--- src/rtl/mips_lsu_if.sv ---
`default_nettype none
// ============================================================================
// Module   : mips_lsu_if
// Brief    : Core-side request/response bundle of the MIPS load/store unit.
// Revision : 1.0 - initial release
// ============================================================================
interface mips_lsu_if #(
    parameter int ADDR_WIDTH = 32,
    parameter int LANES      = 4
);
    logic                  req_valid;
    logic                  req_ready;
    logic                  req_write;
    logic [1:0]            req_size;
    logic                  req_signed;
    logic [ADDR_WIDTH-1:0] req_addr;
    logic [8*LANES-1:0]    req_wdata;
    logic                  resp_valid;
    logic [8*LANES-1:0]    resp_rdata;
    logic                  resp_fault;
    logic                  busy;

    modport master (
        output req_valid, req_write, req_size, req_signed, req_addr, req_wdata,
        input  req_ready, resp_valid, resp_rdata, resp_fault, busy
    );

    modport slave (
        input  req_valid, req_write, req_size, req_signed, req_addr, req_wdata,
        output req_ready, resp_valid, resp_rdata, resp_fault, busy
    );
endinterface
`default_nettype wire

--- src/rtl/mips_lsu.sv ---
`default_nettype none
// ============================================================================
// Module   : mips_lsu
// Brief    : Load/store unit with sub-word read-modify-write and alignment faults.
// Revision : 1.0 - initial release
// ============================================================================
module mips_lsu #(
    parameter int ADDR_WIDTH  = 32,
    parameter int LANES       = 4,
    parameter int MEM_LATENCY = 1
) (
    input  logic                  clk,
    input  logic                  rst_b,
    mips_lsu_if.slave             core,
    // Memory words are flat vectors with lane 0 in the most significant byte.
    output logic [ADDR_WIDTH-1:0] mem_addr,
    output logic [8*LANES-1:0]    mem_data_in,
    input  logic [8*LANES-1:0]    mem_data_out,
    output logic                  mem_write_en
);
    localparam int c_off_w  = $clog2(LANES);
    localparam int c_data_w = 8 * LANES;
    localparam int c_cnt_w  = $clog2(MEM_LATENCY + 1);

    typedef enum logic [1:0] {
        S_IDLE  = 2'd0,
        S_READ  = 2'd1,
        S_WRITE = 2'd2,
        S_RESP  = 2'd3
    } state_t;

    state_t               r_state;
    logic                 r_write;
    logic [1:0]           r_size;
    logic                 r_signed;
    logic [c_off_w-1:0]   r_off;
    logic [15:0]          r_wdata;
    logic [c_cnt_w-1:0]   r_cnt;

    logic                 w_accept;
    logic                 w_fault;
    logic [c_data_w-1:0]  w_shift;
    logic [c_data_w-1:0]  w_load;
    logic [c_data_w-1:0]  w_merged;

    assign core.req_ready = (r_state == S_IDLE);
    assign core.busy      = (r_state != S_IDLE);
    assign w_accept       = core.req_valid && (r_state == S_IDLE);

    always_comb begin
        w_fault = 1'b0;
        case (core.req_size)
            2'd1:    w_fault = core.req_addr[0];
            2'd2:    w_fault = (core.req_addr[c_off_w-1:0] != '0);
            2'd3:    w_fault = 1'b1;
            default: w_fault = 1'b0;
        endcase
    end

    // Shifting the addressed lane up to the MSB makes the extract independent of the offset.
    always_comb begin
        w_shift = mem_data_out << {r_off, 3'b000};
        case (r_size)
            2'd0:    w_load = {{(c_data_w-8){r_signed & w_shift[c_data_w-1]}},
                               w_shift[c_data_w-1 -: 8]};
            2'd1:    w_load = {{(c_data_w-16){r_signed & w_shift[c_data_w-1]}},
                               w_shift[c_data_w-1 -: 16]};
            default: w_load = w_shift;
        endcase
    end

    // Halves are always even-aligned here, so their low byte sits in the odd lane off+1.
    always_comb begin
        w_merged = mem_data_out;
        for (int i = 0; i < LANES; i++) begin
            if (r_size == 2'd0 && r_off == c_off_w'(i))
                w_merged[c_data_w-1-8*i -: 8] = r_wdata[7:0];
            else if (r_size == 2'd1 && r_off == c_off_w'(i))
                w_merged[c_data_w-1-8*i -: 8] = r_wdata[15:8];
            else if (r_size == 2'd1 && (i % 2 == 1) && r_off == c_off_w'(i - 1))
                w_merged[c_data_w-1-8*i -: 8] = r_wdata[7:0];
        end
    end

    always_ff @(posedge clk or negedge rst_b) begin
        if (!rst_b) begin
            r_state         <= S_IDLE;
            r_write         <= 1'b0;
            r_size          <= 2'd0;
            r_signed        <= 1'b0;
            r_off           <= '0;
            r_wdata         <= '0;
            r_cnt           <= '0;
            mem_addr        <= '0;
            mem_data_in     <= '0;
            mem_write_en    <= 1'b0;
            core.resp_valid <= 1'b0;
            core.resp_fault <= 1'b0;
            core.resp_rdata <= '0;
        end else begin
            case (r_state)
                S_IDLE: begin
                    if (w_accept) begin
                        r_write  <= core.req_write;
                        r_size   <= core.req_size;
                        r_signed <= core.req_signed;
                        r_off    <= core.req_addr[c_off_w-1:0];
                        r_wdata  <= core.req_wdata[15:0];
                        mem_addr <= {core.req_addr[ADDR_WIDTH-1:c_off_w], {c_off_w{1'b0}}};
                        if (w_fault) begin
                            core.resp_valid <= 1'b1;
                            core.resp_fault <= 1'b1;
                            core.resp_rdata <= '0;
                            r_state         <= S_RESP;
                        end else if (!core.req_write || core.req_size != 2'd2) begin
                            r_cnt   <= c_cnt_w'(MEM_LATENCY);
                            r_state <= S_READ;
                        end else begin
                            mem_data_in  <= core.req_wdata;
                            mem_write_en <= 1'b1;
                            r_state      <= S_WRITE;
                        end
                    end
                end
                S_READ: begin
                    if (r_cnt == c_cnt_w'(1)) begin
                        if (r_write) begin
                            mem_data_in  <= w_merged;
                            mem_write_en <= 1'b1;
                            r_state      <= S_WRITE;
                        end else begin
                            core.resp_valid <= 1'b1;
                            core.resp_rdata <= w_load;
                            r_state         <= S_RESP;
                        end
                    end else begin
                        r_cnt <= r_cnt - 1'b1;
                    end
                end
                S_WRITE: begin
                    mem_write_en    <= 1'b0;
                    core.resp_valid <= 1'b1;
                    core.resp_rdata <= '0;
                    r_state         <= S_RESP;
                end
                S_RESP: begin
                    core.resp_valid <= 1'b0;
                    core.resp_fault <= 1'b0;
                    core.resp_rdata <= '0;
                    r_state         <= S_IDLE;
                end
                default: r_state <= S_IDLE;
            endcase
        end
    end
endmodule
`default_nettype wire

--- src/flat_wrapper.sv ---
// flat-port wrapper written by rule: the top's interface ports become plain ports
module mips_lsu_flat 
#(
    parameter int ADDR_WIDTH  = 32,
    parameter int LANES       = 4,
    parameter int MEM_LATENCY = 1
)
  (clk, rst_b, mem_addr, mem_data_in, mem_data_out, mem_write_en, core_req_valid, core_req_write, core_req_size, core_req_signed, core_req_addr, core_req_wdata, core_req_ready, core_resp_valid, core_resp_rdata, core_resp_fault, core_busy);
  mips_lsu_if #(.ADDR_WIDTH(ADDR_WIDTH), .LANES(LANES)) core_i ();
  input  logic clk;
  input  logic rst_b;
  output logic [ADDR_WIDTH-1:0] mem_addr;
  output logic [8*LANES-1:0] mem_data_in;
  input  logic [8*LANES-1:0] mem_data_out;
  output logic mem_write_en;
  input wire logic [$bits(core_i.req_valid)-1:0] core_req_valid;
  input wire logic [$bits(core_i.req_write)-1:0] core_req_write;
  input wire logic [$bits(core_i.req_size)-1:0] core_req_size;
  input wire logic [$bits(core_i.req_signed)-1:0] core_req_signed;
  input wire logic [$bits(core_i.req_addr)-1:0] core_req_addr;
  input wire logic [$bits(core_i.req_wdata)-1:0] core_req_wdata;
  output wire logic [$bits(core_i.req_ready)-1:0] core_req_ready;
  output wire logic [$bits(core_i.resp_valid)-1:0] core_resp_valid;
  output wire logic [$bits(core_i.resp_rdata)-1:0] core_resp_rdata;
  output wire logic [$bits(core_i.resp_fault)-1:0] core_resp_fault;
  output wire logic [$bits(core_i.busy)-1:0] core_busy;
  assign core_i.req_valid = core_req_valid;
  assign core_i.req_write = core_req_write;
  assign core_i.req_size = core_req_size;
  assign core_i.req_signed = core_req_signed;
  assign core_i.req_addr = core_req_addr;
  assign core_i.req_wdata = core_req_wdata;
  assign core_req_ready = core_i.req_ready;
  assign core_resp_valid = core_i.resp_valid;
  assign core_resp_rdata = core_i.resp_rdata;
  assign core_resp_fault = core_i.resp_fault;
  assign core_busy = core_i.busy;
  mips_lsu #(.ADDR_WIDTH(ADDR_WIDTH), .LANES(LANES), .MEM_LATENCY(MEM_LATENCY)) u_core (.clk(clk), .rst_b(rst_b), .core(core_i), .mem_addr(mem_addr), .mem_data_in(mem_data_in), .mem_data_out(mem_data_out), .mem_write_en(mem_write_en));
endmodule
--- config.mk ---
export PLATFORM = sky130hd
export DESIGN_NAME = mips_lsu_flat
export DESIGN_NICKNAME = d
export VERILOG_FILES = /design/src/rtl/mips_lsu_if.sv /design/src/rtl/mips_lsu.sv /design/src/flat_wrapper.sv
export SDC_FILE = /design/constraint.sdc
export NUM_CORES = 1
export LEC_CHECK = 0
export CAP_MARGIN = 20
export CORE_MARGIN = 10
export CORE_UTILIZATION = 53
export CTS_BUF_LIST = sky130_fd_sc_hd__clkbuf_16
export CTS_CLUSTER_SIZE = 14
export DETAILED_ROUTE_END_ITERATION = 7
export HOLD_SLACK_MARGIN = 0.05
export PLACE_DENSITY = 0.89
export REMOVE_ABC_BUFFERS = 1
export SETUP_SLACK_MARGIN = 0.2
export SYNTH_ARGS = -nofsm -noshare
export SYNTH_HDL_FRONTEND = slang
export SYNTH_SLANG_ARGS = --single-unit
--- constraint.sdc ---
create_clock -name clk -period 3.45 [get_ports clk]
set_clock_uncertainty 0.05 [all_clocks]
set_input_delay 0.69 -clock clk [delete_from_list [all_inputs] [get_ports clk]]
set_output_delay 0.69 -clock clk [all_outputs]
set_load 0.05 [all_outputs]
## After elaboration in Yosys (flattened, before gate mapping)

Index checks and enable logic that the tools add are counted.

- Logic and storage cells: 108
- Input port bits: 103
- Output and inout bits: 101
- Flip-flop bits (word level): 122

- Equal/unequal tests: 19
- Bitwise gates (word level): 1
- Reductions and logical operators: 27
- Add/subtract/negate cells: 1
- Muxes and demuxes: 46
- Shifts and indexed selects: 1

Operators with widths:

| cell | count |
|---|---|
| 32-bit two-way mux | 9 |
| 32-bit one-hot mux with 2 select lines | 2 |
| 32-bit one-hot mux with 3 select lines | 1 |
| 8-bit two-way mux | 10 |
| 32-bit by 5-bit left shift with 32-bit output | 1 |
| 1-bit two-way mux | 14 |
| 2-bit equality test (second input constant) | 6 |
| 6-bit AND reduction | 2 |
| 2-bit by 1-bit != test with 1-bit output (second input constant) | 5 |
| 1-bit logical AND | 9 |
| 2-bit by 1-bit equality test with 1-bit output (second input constant) | 4 |
| 2-bit two-way mux | 4 |
| 2-bit != test (second input constant) | 4 |
| 2-bit one-hot mux with 4 select lines | 1 |
| 4-bit AND reduction | 2 |
| 2-bit nonzero test | 4 |
| 2-bit logical NOT | 3 |
| 1-bit one-hot mux with 3 select lines | 2 |
| 1-bit one-hot mux with 2 select lines | 2 |
| 1-bit one-hot mux with 4 select lines | 1 |
| 2-bit AND reduction | 2 |
| 3-bit AND reduction | 1 |
| 3-bit nonzero test | 1 |
| 2-bit OR reduction | 1 |
| other kinds (4) | 4 |

## Depth between registers and ports, before layout

Gate-level depths: netlist of run 1.

- Depth after elaboration: 8
- Depth in mapped cells: 10
- Depth with buffers taken out: 6

## Worst setup path before layout of run 1

Ideal clock, no wire load.

- Path kind: register -> register
- From: reg u_core.r_state[0]
- To: reg u_core.r_wdata[10]
- Path buffers: 3
- Setup time: 125 ps
- Setup slack: 1113 ps
- Cell stages (with the launch flop): 8
- Clock period less this slack: 2337 ps
- Data arrival time: 2163 ps
- Required time: 3275 ps
- Cells stage by stage: dfrtp_1 inv_1 ha_1 buf_2 nand2_1 clkbuf_1 clkbuf_1 mux2_2

- Longest elaborated chain between the ends: 3

RTL lines:

| element | line | RTL |
|---|---|---|
| from (decl) | mips_lsu.sv:32 | `state_t r_state;` |
| from (signal assigned) | mips_lsu.sv:87 | `r_state <= S_IDLE;` |
| from (signal assigned) | mips_lsu.sv:114 | `r_state <= S_RESP;` |
| from (signal assigned) | mips_lsu.sv:117 | `r_state <= S_READ;` |
| 2-bit logical NOT * | -- |  |
| net core_req_ready | flat_wrapper.sv:22 | `output wire logic [$bits(core_i.req_ready)-1:0] core_req_ready;` |
| 1-bit logical AND | mips_lsu.sv:48 | `assign w_accept = core.req_valid && (r_state == S_IDLE);` |
| 2-bit AND reduction (no line) * | -- |  |
| to (signal assigned) | mips_lsu.sv:108 | `r_wdata <= core.req_wdata[15:0];` |
| to (decl) | mips_lsu.sv:37 | `logic [15:0] r_wdata;` |

Mark *: on every way through the listed nets, which the timed path passes. The rest lies on a longest branch.
A chain may end at the register's enable or synchronous reset.

## Worst setup path in the final report of run 1

- From: reg u_core.r_state[1]
- To: out core_req_ready

- Longest elaborated chain between the ends: 1

RTL lines:

| element | line | RTL |
|---|---|---|
| 2-bit logical NOT | mips_lsu.sv:46 | `assign core.req_ready = (r_state == S_IDLE);` |
| to (decl) | flat_wrapper.sv:22 |  |

Every way passes these cells.

==> results.json, run 1 <==
{
  "power.leakage_nw": 4.03,
  "top_layer_used": "met5",
  "cap_violations": 0,
  "p_per_area_nw_per_um2": 1130,
  "avgSynthCellArea_um2": 11.1,
  "cts_resized": 0,
  "first_pass_iters": 6,
  "die_h_um": 137,
  "status": "complete, no violations",
  "initial_utilization_pct": 54.6,
  "setup_tns_ps": 0,
  "die_area_um2": 18800,
  "cts_root_buf": "clkbuf_16",
  "h-tree-depth": 4,
  "layout_commonest_cell": "clkdlybuf4s50_1",
  "ctsHoldBuffers": 0,
  "wirelength_mm": 24.3,
  "portBuffers": 201,
  "synth_edf_count": 0,
  "slowest_delay_ps": 910,
  "seqCellArea_um2": 3060,
  "crit_path_top_delay_cell": "clkdlybuf4s50_1",
  "ir_drop_mv": 0.725,
  "die_w_um": 137,
  "io_pins": 204,
  "ys_async_sr_fraction_pct": 100,
  "postCtsSetupRepairBufs": 0,
  "grt_max_degree": 82,
  "synth-warning-count": 0,
  "slew_violations": 0,
  "worst_setup_path_start_kind": "flip-flop",
  "insertion_delay_ps": 410,
  "synthCells": 658,
  "drc_errors": 0,
  "netlist_area_um2": 7280,
  "clkTransAtPathRegs_ps": 50,
  "cts_buffers": 17,
  "globalplace.congestion": 0.888,
  "layout.nets": 944,
  "dr_wl_met2_mm": 11.7,
  "vias_per_cell": 6.33,
  "multi_input_area_um2": 3880,
  "path_cells": "inv_1 > ha_1 > clkdlybuf4s50_1",
  "wl_met1_mm": 9.04,
  "crit_fanout": 15,
  "pre_cts_ws_ps": 418,
  "drt_iter0_markers": 832,
  "relSlewSlack_pct": 26.7,
  "antenna_found_initial": 1,
  "rows": 42,
  "end_kind": "output pin",
  "diodes": 0,
  "avgRoutedWirePerCell_um": 23.7,
  "cts_tree": "built",
  "hpwl_mm": 17.6,
  "overflow": 0,
  "grt_pass1_vias": 6699,
  "min_period_over_period_pct": 89.4,
  "crit_required_ps": 2710,
  "final_cell_mix": "clkdlybuf4s50_1 (200), dfrtp_1 (118), mux2_2 (94)",
  "hp-class": "input port to asynchronous set/reset pin",
  "detail-route-antenna-nets": 0,
  "synth.distinct_cells": 55,
  "core_area_um2": 13300,
  "syn2layout_area_growth_pct": 36.5,
  "tightest_slew_ps": 1100,
  "clock-sinks": 122,
  "ys_seq_elements": 122,
  "rsz0062_at_grt": "no",
  "fmax_mhz": 324,
  "grt_pass1_wl_mm": 37.3,
  "setup_viol": 0,
  "finalPower_mw": 11.2,
  "ys_seq_area_share_pct": 41.9,
  "worstPathArrival_ps": 2350,
  "synth_ff_type": "dfrtp_1",
  "layout_min_cycle_time_ps": 3090,
  "met3_length_mm": 3.03,
  "vias": 6485,
  "clk_path_buf_depth": 2,
  "path_class": "flip-flop to output pin",
  "drive_above_1_share_pct": 21.7,
  "setup_slack_ps": 365,
  "grt_use_total_pct": 25.6,
  "fillCellCount": 887,
  "hold_viol_final": 0
}
[sequential cells by signal, indices dropped and copies added, names as in the netlist, 2 cells and up]
signal / flops
u_core.core.resp_rdata: 32
u_core.r_off: 2
u_core.r_state: 2
u_core.mem_data_in: 32
u_core.r_wdata: 16
u_core.mem_addr: 30
u_core.r_size: 2
[cell type report]
| class | count | area share, % |
|---|---|---|
| timing repair buffer | 220 | 21.9 |
| tap | 176 | 2.21 |
| clock inverter | 15 | 1.36 |
| clock buffer | 17 | 4.28 |
| inverter | 13 | 0.491 |
| multi-input combinational | 462 | 39.0 |
| sequential | 122 | 30.7 |
[metrics by stage]
stage	hold slack (ps)	area [um^2]	util, %	instances
2_1_floorplan	344	6970	-	597
6_report	224	9940	74.5	1025
3_5_place_dp	423	9380	70.3	993
5_1_grt	255	9940	74.5	1025
3_3_place_gp	429	9380	70.3	993
4_1_cts	232	9940	74.5	1025
[kinds of logic (layout without fill, tap and decap cells)]
| logic type | count (synthesis) | in the layout | share of synthesized area (%) |
|---|---|---|---|
| mux | 149 | 149 | 23.1 |
| compound gates | 178 | 178 | 18.3 |
| simple gates | 128 | 128 | 10.6 |
| fa+ha+maj | 5 | 5 | 0.859 |
| flops | 122 | 122 | 41.9 |
| buf+inv | 75 | 265 | 5.10 |
| other cells | 1 | 2 | 0.0515 |
[cells in the mapped netlist (2+ instances only)]
cell type  instances  area, um^2
a21o_1             8        60.1
nand2_1           22        82.6
buf_6              4        45.0
nand2b_1          37         231
clkbuf_1          22        82.6
nor2_1            13        48.8
o31ai_1            3        22.5
nor4_1             6        37.5
o2bb2ai_1         24         210
nor4bb_1           4        40.0
nand4b_1           2        17.5
o211ai_1          17         128
buf_4              6        45.0
inv_1             13        48.8
mux4_2             6         135
o21bai_1           4        30.0
or2_2             11        68.8
buf_2             29         145
a22oi_1            7        52.6
nor3_2             2        20.0
o22ai_1            6        37.5
o21ai_1            2        10.0
o221ai_1           7        61.3
dfrtp_1          122        3050
nand3_1            2        10.0
a21boi_0           3        22.5
mux2i_1           48         480
ha_1               5        62.6
nor3_1             9        45.0
o21ai_0           10        50.1
a32o_1             8        80.1
a31o_2             2        17.5
a221o_1            8        80.1
a21oi_1           30         150
a31oi_1           22         138
nor2b_1            7        43.8
o221a_2           11         124
nand4bb_1          6        67.6
mux2_2            94        1060
[metal layers]
metal  up-vias  global-route usage (%)
met1      3207                    29.5
li1       2856                       -
met2       374                    41.5
met5         -                       0
met4         2                    8.55
met3        46                    11.7
[critical path: cells and delay by family (launching register included)]
| family | cells | cell delay, ps |
|---|---|---|
| buf+inv | 2 | 1030 |
| fa+ha+maj | 1 | 480 |
| flops | 1 | 430 |
[final timing paths]
| check | startpoint | endpoint | slack [ps] | depth (start not counted) |
|---|---|---|---|---|
| setup / recovery | u_core.r_state[1] | core_req_ready | 360 | 3 |
| hold / removal | rst_b | u_core.r_write | 220 | 1 |
| setup reg to reg | u_core.r_state[0] | u_core.core.resp_rdata[15] | 640 | 7 |
| hold reg to reg | u_core.core.resp_rdata[28] | u_core.core.resp_rdata[28] | 430 | 1 |
| max in group asynchronous | rst_b | u_core.mem_data_in[2] | 2300 | 2 |
| min in group clk | u_core.core.resp_rdata[28] | u_core.core.resp_rdata[28] | 430 | 1 |
[power breakdown]
group	internal [mW]	switching (mW)	leakage [nW]
clock network	1.05	0.655	0.272
logic	2.65	3.99	2.27
registers	2.09	0.778	1.49
(Power assumes the default switching activity.)
==> inputs of run 2 (changes only) <==
--- a/config.mk
+++ b/config.mk
@@ -15,6 +15,7 @@
 export PLACE_DENSITY = 0.89
 export REMOVE_ABC_BUFFERS = 1
 export SETUP_SLACK_MARGIN = 0.2
+export SKIP_LAST_GASP = 1
 export SYNTH_ARGS = -nofsm -noshare
 export SYNTH_HDL_FRONTEND = slang
 export SYNTH_SLANG_ARGS = --single-unit
==> results of run 2 <==
Final layout, timing and power as in run 1 (identical DEF).
==> inputs of run 3 (changes only) <==
--- a/config.mk
+++ b/config.mk
@@ -11,8 +11,9 @@
 export CTS_BUF_LIST = sky130_fd_sc_hd__clkbuf_16
 export CTS_CLUSTER_SIZE = 14
 export DETAILED_ROUTE_END_ITERATION = 7
+export GPL_TIMING_DRIVEN = 0
 export HOLD_SLACK_MARGIN = 0.05
-export PLACE_DENSITY = 0.89
+export PLACE_DENSITY = 0.87
 export REMOVE_ABC_BUFFERS = 1
 export SETUP_SLACK_MARGIN = 0.2
 export SKIP_LAST_GASP = 1
==> run 3 against run 2 <==
Cell count shrank 0.49%. Clock power grew 5%. Non-clock buffer count is 5 lower. Combinational power up 2%. Count of clock-buffer cells in the layout is the same. Worst setup slack worse by 43 ps. Power is 1.5% higher. First-iteration DRC count down 24%.
==> results.json, run 3 (synthesis results as in run 1) <==
{
  "status": "complete, no violations",
  "grt_use_total_pct": 26.1,
  "hp-class": "input port to asynchronous set/reset pin",
  "path_class": "flip-flop to flip-flop",
  "slowest_delay_ps": 620,
  "io_pins": 204,
  "wirelength_mm": 24.4,
  "drive_above_1_share_pct": 21.1,
  "portBuffers": 201,
  "reg_top3": "u_core.core.resp_rdata (32), u_core.mem_data_in (32), u_core.mem_addr (30)",
  "grt_max_degree": 95,
  "rows": 42,
  "fmax_mhz": 320,
  "postCtsSetupRepairBufs": 0,
  "crit_fanout": 21,
  "core_area_um2": 13300,
  "insertion_delay_ps": 430,
  "avgRoutedWirePerCell_um": 23.9,
  "h-tree-depth": 4,
  "cap_violations": 0,
  "drt_iter0_markers": 630,
  "globalplace.congestion": 0.903,
  "crit_path_top_delay_cell": "and2_1",
  "vias_per_cell": 6.35,
  "vias": 6476,
  "layout_min_cycle_time_ps": 3130,
  "layout.cells.non_filler": 1020,
  "drc_errors": 0,
  "clk_path_buf_depth": 2,
  "slew_violations": 0,
  "first_pass_iters": 6,
  "relSlewSlack_pct": 38.2,
  "cts_tree": "built",
  "grt_pass1_vias": 6754,
  "worstPathArrival_ps": 3380,
  "cts_buffers": 17,
  "die_h_um": 137,
  "tightest_slew_ps": 925,
  "end_kind": "flip-flop",
  "hpwl_mm": 17.6,
  "diodes": 0,
  "min_period_over_period_pct": 90.7,
  "path_cells": "inv_1 > ha_1 > nor2b_1 > nor3_2 > and2_1 > buf_16 > mux2_2",
  "antenna_found_initial": 0,
  "grt_pass1_wl_mm": 38.1,
  "p_per_area_nw_per_um2": 1130,
  "clkTransAtPathRegs_ps": 60,
  "layout_commonest_cell": "clkdlybuf4s50_1",
  "crit_required_ps": 3710,
  "r2r_setup_slack_ps": 320,
  "clock-sinks": 122,
  "hold_viol_final": 0,
  "die_w_um": 137,
  "place_inst": 985,
  "worst_setup_path_start_kind": "flip-flop",
  "final_cell_mix": "clkdlybuf4s50_1 (200), dfrtp_1 (118), mux2_2 (94)",
  "overflow": 0,
  "utilization_pct": 75.3,
  "syn2layout_area_growth_pct": 37.9,
  "cts_resized": 0,
  "rsz0062_at_grt": "no",
  "setup_viol": 0,
  "initial_utilization_pct": 54.6,
  "detail-route-antenna-nets": 0,
  "ctsHoldBuffers": 0,
  "ir_drop_mv": 0.676,
  "die_area_um2": 18800,
  "layout.nets": 939,
  "power.leakage_nw": 4.06,
  "cts_root_buf": "clkbuf_16"
}
-- run 3: critical path, delay by kind of cell (launching register included) --
family / cells / cell delay, ps
and+or+nand+nor: 3 / 1460
buffers and inverters: 2 / 330
DFF: 1 / 420
muxes: 1 / 350
adders and majority gates: 1 / 390
-- run 3: final cells by class --
| type | count | area [um^2] |
|---|---|---|
| Multi-Input combinational cell | 462 | 3880 |
| Fill cell | 889 | 3300 |
| Sequential cell | 122 | 3060 |
| Timing Repair Buffer | 215 | 2250 |
| Clock buffer | 17 | 425 |
| Tap cell | 176 | 220 |
| Clock inverter | 15 | 159 |
| Inverter | 13 | 48.8 |
-- run 3: stage by stage --
stage	instance area (um^2)	power, mW	hold slack (ps)	setup TNS (ps)	setup WS (ps)
floorplan	6970	7.15	344	-17800	-690
detailed placement	9420	9.48	426	-384	-72.6
global route	10000	11.9	102	0	206
global placement	9200	9.18	426	-467090	-3060
CTS	10000	11.3	87.1	0	243
finish	10000	11.4	83.3	0	322
-- run 3: final timing paths --
path / from / end / cells past startpoint
max in group asynchronous: rst_b / u_core.mem_addr[22] / 2
min: rst_b / u_core.core.resp_fault / 1
max: u_core.r_state[0] / u_core.mem_data_in[27] / 7
min reg2reg: u_core.core.resp_rdata[20] / u_core.core.resp_rdata[20] / 1
max reg2reg: u_core.r_state[0] / u_core.mem_data_in[27] / 7
min in group clk: u_core.core.resp_rdata[20] / u_core.core.resp_rdata[20] / 1
-- run 3: power breakdown --
part / internal, mW / switching, mW / total, mW
clock network: 1.12 / 0.666 / 1.78
logic: 2.75 / 4.05 / 6.80
registers: 2.10 / 0.706 / 2.80
total: 5.96 / 5.42 / 11.4
-- run 3: metal layers --
layer / GRT usage [%] / up-vias / routed length (um)
met1: 30.9 / 3192 / 9290
met2: 41.1 / 363 / 11500
met3: 11.0 / 60 / 2860
met4: 10.8 / 0 / 694
met5: 0 / - / 0
li1: - / 2861 / -
